**src/rtl/data_mem_arbiter_if.sv**
```systemverilog
// Bundle between the two data requesters (Ibex core, eFPGA fabric) and the SRAM port-0 pins.
// Latency: wires only. Backpressure: requesters hold rN_req until rN_gnt is seen.
// Parameter ADDR_W is the SRAM word-address width; it must match the arbiter's ADDR_W.
// Modports:
//   slave  - the arbiter: samples requests and macro read data, drives grants/responses and macro pins.
//   master - the environment: drives requests and macro read data, observes everything else.
interface data_mem_arbiter_if #(
    parameter int ADDR_W = 8
) ();
    // Requester 0: Ibex core data port
    logic              r0_req;
    logic              r0_gnt;
    logic              r0_we;
    logic [3:0]        r0_be;
    logic [31:0]       r0_addr;
    logic [31:0]       r0_wdata;
    logic              r0_rvalid;
    logic [31:0]       r0_rdata;
    logic              r0_err;

    // Requester 1: eFPGA fabric master on the UIO bus
    logic              r1_req;
    logic              r1_gnt;
    logic              r1_we;
    logic [3:0]        r1_be;
    logic [31:0]       r1_addr;
    logic [31:0]       r1_wdata;
    logic              r1_rvalid;
    logic [31:0]       r1_rdata;
    logic              r1_err;

    // SRAM macro port 0 (control pins active low)
    logic              sram_csb0;
    logic              sram_web0;
    logic [3:0]        sram_wmask0;
    logic [ADDR_W-1:0] sram_addr0;
    logic [31:0]       sram_din0;
    logic [31:0]       sram_dout0;

    modport slave (
        input  r0_req, r0_we, r0_be, r0_addr, r0_wdata,
        output r0_gnt, r0_rvalid, r0_rdata, r0_err,
        input  r1_req, r1_we, r1_be, r1_addr, r1_wdata,
        output r1_gnt, r1_rvalid, r1_rdata, r1_err,
        output sram_csb0, sram_web0, sram_wmask0, sram_addr0, sram_din0,
        input  sram_dout0
    );

    modport master (
        output r0_req, r0_we, r0_be, r0_addr, r0_wdata,
        input  r0_gnt, r0_rvalid, r0_rdata, r0_err,
        output r1_req, r1_we, r1_be, r1_addr, r1_wdata,
        input  r1_gnt, r1_rvalid, r1_rdata, r1_err,
        input  sram_csb0, sram_web0, sram_wmask0, sram_addr0, sram_din0,
        output sram_dout0
    );
endinterface

```
**src/rtl/data_mem_arbiter.sv**
```systemverilog
// Round-robin arbiter sharing the single rw port of the 32x256 data SRAM between core (r0) and fabric (r1).
// Latency: grant combinational in the request cycle; rvalid exactly one cycle after grant, 1 access/cycle.
// Backpressure: a losing requester keeps rN_req high; under contention it waits at most one cycle.
// Ports: clk, resetn (async active low), bus (data_mem_arbiter_if.slave: both requester
//   req/gnt/rvalid channels plus SRAM port-0 pins), conflict_cnt (only with DATA_ARB_STATS_EN).
// Optional feature macro: DATA_ARB_STATS_EN adds a saturating count of cycles with both requests high.
module data_mem_arbiter #(
    parameter int ADDR_W = 8
`ifdef DATA_ARB_STATS_EN
    ,
    parameter int STAT_W = 16
`endif
) (
    input  logic              clk,
    input  logic              resetn,
    data_mem_arbiter_if.slave bus
`ifdef DATA_ARB_STATS_EN
    ,
    output logic [STAT_W-1:0] conflict_cnt
`endif
);

    // r_rr_ptr: requester that wins the next tie
    logic        r_rr_ptr;
    logic        r_rsp_valid;
    logic        r_rsp_owner;
    logic        r_rsp_err;

    logic        w_gnt0;
    logic        w_gnt1;
    logic        w_any_gnt;
    logic        w_oor;
    logic        w_sel;
    logic        w_we;
    logic [3:0]  w_be;
    logic [31:0] w_addr;
    logic [31:0] w_wdata;
    logic        w_own0;
    logic        w_own1;
    logic        w_unused;

    // Arbitration: a lone request always wins; a tie goes to r_rr_ptr.
    assign w_gnt0    = bus.r0_req & (~bus.r1_req | ~r_rr_ptr);
    assign w_gnt1    = bus.r1_req & (~bus.r0_req |  r_rr_ptr);
    assign w_any_gnt = w_gnt0 | w_gnt1;

    assign bus.r0_gnt = w_gnt0;
    assign bus.r1_gnt = w_gnt1;

    // Winner's fields; requester-0 values pass through when nobody is granted.
    assign w_we    = w_gnt1 ? bus.r1_we    : bus.r0_we;
    assign w_be    = w_gnt1 ? bus.r1_be    : bus.r0_be;
    assign w_addr  = w_gnt1 ? bus.r1_addr  : bus.r0_addr;
    assign w_wdata = w_gnt1 ? bus.r1_wdata : bus.r0_wdata;

    // Byte address above the macro depth: granted, but the macro is not selected.
    assign w_oor = |w_addr[31:ADDR_W+2];
    assign w_sel = w_any_gnt & ~w_oor;

    // Byte offset within the word carries no meaning for a word-wide macro.
    assign w_unused = ^w_addr[1:0];

    assign bus.sram_csb0   = ~w_sel;
    assign bus.sram_web0   = ~(w_sel & w_we);
    assign bus.sram_wmask0 = w_be;
    assign bus.sram_addr0  = w_addr[ADDR_W+1:2];
    assign bus.sram_din0   = w_wdata;

    // Pointer and response register. The response is rewritten every cycle, so a grant
    // in cycle t+1 overlaps the rvalid for cycle t without any queueing.
    always_ff @(posedge clk or negedge resetn) begin
        if (!resetn) begin
            r_rr_ptr    <= 1'b0;
            r_rsp_valid <= 1'b0;
            r_rsp_owner <= 1'b0;
            r_rsp_err   <= 1'b0;
        end else begin
            // Hand the next tie to whoever did not just win.
            if (w_any_gnt) begin
                r_rr_ptr <= w_gnt0;
            end
            r_rsp_valid <= w_any_gnt;
            r_rsp_owner <= w_gnt1;
            r_rsp_err   <= w_any_gnt & w_oor;
        end
    end

    assign w_own0 = r_rsp_valid & ~r_rsp_owner;
    assign w_own1 = r_rsp_valid &  r_rsp_owner;

    assign bus.r0_rvalid = w_own0;
    assign bus.r1_rvalid = w_own1;
    assign bus.r0_err    = w_own0 & r_rsp_err;
    assign bus.r1_err    = w_own1 & r_rsp_err;

    // Macro output is already registered inside the SRAM, so it lines up with rvalid.
    assign bus.r0_rdata = (~r_rsp_owner & ~r_rsp_err) ? bus.sram_dout0 : 32'h0;
    assign bus.r1_rdata = ( r_rsp_owner & ~r_rsp_err) ? bus.sram_dout0 : 32'h0;

`ifdef DATA_ARB_STATS_EN
    logic [STAT_W-1:0] r_conflict_cnt;

    always_ff @(posedge clk or negedge resetn) begin
        if (!resetn) begin
            r_conflict_cnt <= '0;
        end else if (bus.r0_req && bus.r1_req && !(&r_conflict_cnt)) begin
            r_conflict_cnt <= r_conflict_cnt + STAT_W'(1);
        end
    end

    assign conflict_cnt = r_conflict_cnt;
`endif

endmodule

```
**src/flat_wrapper.sv**
```systemverilog
// flat-port wrapper written by rule: the top's interface ports become plain ports
module data_mem_arbiter_flat 
#(
    parameter int ADDR_W = 8

)
  (clk, resetn, bus_r0_req, bus_r0_we, bus_r0_be, bus_r0_addr, bus_r0_wdata, bus_r0_gnt, bus_r0_rvalid, bus_r0_rdata, bus_r0_err, bus_r1_req, bus_r1_we, bus_r1_be, bus_r1_addr, bus_r1_wdata, bus_r1_gnt, bus_r1_rvalid, bus_r1_rdata, bus_r1_err, bus_sram_csb0, bus_sram_web0, bus_sram_wmask0, bus_sram_addr0, bus_sram_din0, bus_sram_dout0);
  data_mem_arbiter_if #(.ADDR_W(ADDR_W)) bus_i ();
  input  logic clk;
  input  logic resetn;
  input wire logic [$bits(bus_i.r0_req)-1:0] bus_r0_req;
  input wire logic [$bits(bus_i.r0_we)-1:0] bus_r0_we;
  input wire logic [$bits(bus_i.r0_be)-1:0] bus_r0_be;
  input wire logic [$bits(bus_i.r0_addr)-1:0] bus_r0_addr;
  input wire logic [$bits(bus_i.r0_wdata)-1:0] bus_r0_wdata;
  output wire logic [$bits(bus_i.r0_gnt)-1:0] bus_r0_gnt;
  output wire logic [$bits(bus_i.r0_rvalid)-1:0] bus_r0_rvalid;
  output wire logic [$bits(bus_i.r0_rdata)-1:0] bus_r0_rdata;
  output wire logic [$bits(bus_i.r0_err)-1:0] bus_r0_err;
  input wire logic [$bits(bus_i.r1_req)-1:0] bus_r1_req;
  input wire logic [$bits(bus_i.r1_we)-1:0] bus_r1_we;
  input wire logic [$bits(bus_i.r1_be)-1:0] bus_r1_be;
  input wire logic [$bits(bus_i.r1_addr)-1:0] bus_r1_addr;
  input wire logic [$bits(bus_i.r1_wdata)-1:0] bus_r1_wdata;
  output wire logic [$bits(bus_i.r1_gnt)-1:0] bus_r1_gnt;
  output wire logic [$bits(bus_i.r1_rvalid)-1:0] bus_r1_rvalid;
  output wire logic [$bits(bus_i.r1_rdata)-1:0] bus_r1_rdata;
  output wire logic [$bits(bus_i.r1_err)-1:0] bus_r1_err;
  output wire logic [$bits(bus_i.sram_csb0)-1:0] bus_sram_csb0;
  output wire logic [$bits(bus_i.sram_web0)-1:0] bus_sram_web0;
  output wire logic [$bits(bus_i.sram_wmask0)-1:0] bus_sram_wmask0;
  output wire logic [$bits(bus_i.sram_addr0)-1:0] bus_sram_addr0;
  output wire logic [$bits(bus_i.sram_din0)-1:0] bus_sram_din0;
  input wire logic [$bits(bus_i.sram_dout0)-1:0] bus_sram_dout0;
  assign bus_i.r0_req = bus_r0_req;
  assign bus_i.r0_we = bus_r0_we;
  assign bus_i.r0_be = bus_r0_be;
  assign bus_i.r0_addr = bus_r0_addr;
  assign bus_i.r0_wdata = bus_r0_wdata;
  assign bus_r0_gnt = bus_i.r0_gnt;
  assign bus_r0_rvalid = bus_i.r0_rvalid;
  assign bus_r0_rdata = bus_i.r0_rdata;
  assign bus_r0_err = bus_i.r0_err;
  assign bus_i.r1_req = bus_r1_req;
  assign bus_i.r1_we = bus_r1_we;
  assign bus_i.r1_be = bus_r1_be;
  assign bus_i.r1_addr = bus_r1_addr;
  assign bus_i.r1_wdata = bus_r1_wdata;
  assign bus_r1_gnt = bus_i.r1_gnt;
  assign bus_r1_rvalid = bus_i.r1_rvalid;
  assign bus_r1_rdata = bus_i.r1_rdata;
  assign bus_r1_err = bus_i.r1_err;
  assign bus_sram_csb0 = bus_i.sram_csb0;
  assign bus_sram_web0 = bus_i.sram_web0;
  assign bus_sram_wmask0 = bus_i.sram_wmask0;
  assign bus_sram_addr0 = bus_i.sram_addr0;
  assign bus_sram_din0 = bus_i.sram_din0;
  assign bus_i.sram_dout0 = bus_sram_dout0;
  data_mem_arbiter #(.ADDR_W(ADDR_W)) u_core (.clk(clk), .resetn(resetn), .bus(bus_i));
endmodule
```
**config.mk**
```make
export PLATFORM = sky130hd
export DESIGN_NAME = data_mem_arbiter_flat
export DESIGN_NICKNAME = d
export VERILOG_FILES = /design/src/rtl/data_mem_arbiter_if.sv /design/src/rtl/data_mem_arbiter.sv /design/src/flat_wrapper.sv
export SDC_FILE = /design/constraint.sdc
export NUM_CORES = 1
export LEC_CHECK = 0
export BUFFER_PORTS_ARGS = -buffer_cell sky130_fd_sc_hd__buf_4
export CAP_MARGIN = 30
export CORE_AREA = 5 5 108 110
export DETAILED_ROUTE_END_ITERATION = 8
export DIE_AREA = 0 0 113 115
export HOLD_SLACK_MARGIN = 0.12
export PLACE_DENSITY = 0.56
export SKIP_CTS_REPAIR_TIMING = 1
export SLEW_MARGIN = 10
export SYNTH_ARGS = -nofsm -noshare
export SYNTH_HDL_FRONTEND = slang
export SYNTH_SLANG_ARGS = --single-unit
```
**constraint.sdc**
```tcl
create_clock -name clk -period 2.5 [get_ports clk]
set_input_delay 0.25 -clock clk [delete_from_list [all_inputs] [get_ports clk]]
set_output_delay 0.25 -clock clk [all_outputs]
set_load 0.005 [all_outputs]
```
==> metrics.txt <==
share of cells above drive strength 1=56.3%; TritonCTS clock tree=built; critical setup path kind=reg2out; Avg Vias per Cell=3.86; peak supply drop=0.000130 V; Sw Ratio=32.2%; crit path to=bus_sram_din0[0]; die area=13000 sq um; register bit count reported by yosys=4; Sequential Power Share=9.6%; Async S/R FF share, synth=100%; routability cong.=0.821; Final #Nets=704; clock sink count=4; largest net degree at the start of global routing=46; Synth Flop Type=dfrtp_1; status=finished, final reports clean; worst min path class=in2reg; Routed Antenna Nets=0; Crit. End Element=output pin; max-slew violations=0; cts bufs inserted=3; Max-Cap Viols=0; setup TNS=0 ns; worst skew pair latency=0.22 ns; # IOs=290; worst r2r src=u_core.r_rr_ptr; count of final hold-check violations=0; Critical Path AT=1.75 ns; Pre-antenna DRT Iters=4; Max Clk Rate=499 MHz; Clock Power Share=17.0%; worst hold stages=2; DR WL/cell=12.7 um; vias in the first global route=2666; syn_area_per_cell=5.25 sq um; GRT Residual Overflow=0; maximum clock insertion buffer count=2; Logic pwr share=73.5%; Die W=113 um; H-tree depth=1; ant diodes=0; CP startpoint kind=register; row count=38; die extent in y=115 um; count of cell types in the netlist=23; R2R depth=5; Initial DRC Count=81; Clock Skew=0.00224 ns; hpwl dp=7540 um; first-pass GRT wire length=12500 um; r2r setup slk=1.10 ns; register area share after synthesis=7.60%; pwr dens=219 nW/um^2; core box area=10600 sq um; antenna violations before repair=0; worst reg2reg path endpoint=u_core.r_rsp_err; worst-margin pin slew=0.735 ns; number of port buffers=285; Ys Warns=0; Final Instance Count excl. Fillers=668; root buf cell=clkbuf_8; final setup vio count=0; GRT Resource Usage Total=11.5%; Switch Pwr=0.000254 W; DRC violations left=0; worst setup path startpoint=u_core.r_rr_ptr; vias=2581; period utilisation layout=80.1%; syn_nets=425; Internal=0.000536 W; Pleak=2.14 nW; Reg clk slew, reported paths=0.03 ns; Relative slew margins=51.0%; drt total wl=8480 um; CP max FO=28; Mapped Cells=251; Area Growth Syn to Fin=174%; Post-Syn Area=1320 sq um; Starting Density=12.4%; EDFF count, synth=0; RSZ-0062 raised after global routing=false; placed insts=664; CP required=2.25 ns; Tmin final=2.00 ns
-- worst max-delay path, stage by stage, from the launching register on --
cell	delay, ns
dfrtp_1	0.36
nand2b_4	0.15
nand2_4	0.05
inv_2	0.37
buf_4	0.33
nand2_1	0.09
nand2_1	0.07
buf_4	0.11
-- cell usage after synthesis (2+ instances only) --
master,count,area share [%]
buf_6,5,4.3
and2_1,66,31
nor3_2,2,1.5
dfrtp_1,4,7.6
inv_1,2,0.57
nor4_1,10,4.7
nand2_1,134,38
nor2_1,4,1.1
nand4_1,2,0.95
clkbuf_1,9,2.6
-- area by class of cell --
class / count / area [sq um]
Fill cell: 1112 / 6990
Timing Repair Buffer: 289 / 2170
Multi-Input combinational cell: 229 / 1110
Tap cell: 140 / 175
Sequential cell: 4 / 100
Clock buffer: 3 / 41.3
Inverter: 3 / 11.3
-- registers in the layout, summed over array words and instances, names as in the netlist --
name / flops
u_core.r_rsp_valid: 1
u_core.r_rr_ptr: 1
u_core.r_rsp_owner: 1
u_core.r_rsp_err: 1
-- routing by layer --
layer	track usage (%)	wire, um	up-vias
li1	-	-	1326
met1	11.8	2900	1080
met2	22.2	4350	171
met3	4.42	1180	4
met4	2.16	51	0
met5	0	0	-
-- power by group through the flow --
stage | Clock [W] | Combinational (W) | Sequential [W]
floorplan | 0 | 0.000185 | 0.0000745
global placement | 0 | 0.000585 | 0.0000754
detailed placement | 0 | 0.000590 | 0.0000762
CTS | 0.000138 | 0.000592 | 0.0000756
global route | 0.000146 | 0.000642 | 0.0000766
finish | 0.000134 | 0.000581 | 0.0000755
-- per-stage QoR --
step                worst slack, ns  total power [W]  hold WS [ns]  utilization, %  instance area (sq um)
finish                        0.496         0.000790         0.267            34.1                   3610
detailed placement            0.677         0.000667        0.0473            33.6                   3560
global placement              0.686         0.000660        0.0459            33.6                   3560
floorplan                      1.17         0.000260       -0.0456               -                   1320
CTS                           0.443         0.000806        -0.182            34.0                   3600
global route                  0.327         0.000865         0.284            34.1                   3610
-- layout by cell type (no fill, tap or decap), drive strengths merged --
master       instances
nor3                 3
dlygate4sd3          1
nand2b               1
and2b                1
nand4                2
nor2b                1
nand2              135
inv                  3
o21ai                3
buf                288
and3                 1
nor4                10
dfrtp                4
a21boi               1
and2                66
a22o                 1
clkbuf               3
nor2                 4
-- how the worst min path moves through the flow --
stage | start | to | slack, ns
after floorplan | resetn | u_core.r_rr_ptr | -0.05
after global placement | resetn | u_core.r_rr_ptr | 0.05
after detailed placement | resetn | u_core.r_rr_ptr | 0.05
after CTS | resetn | u_core.r_rsp_err | -0.18
after global routing | bus_r1_req | u_core.r_rr_ptr | 0.28
final | bus_r1_req | u_core.r_rr_ptr | 0.27
-- cell families (layout without fill, tap and decap cells) --
family          count (synthesis)  after routing  synth area share [%]
compound gates                  5              5                  2.66
buf+inv                        18            295                  8.07
simple gates                  224            224                  81.7
flops                           4              4                  7.60
Note: power is estimated with default switching activity, not from simulation.
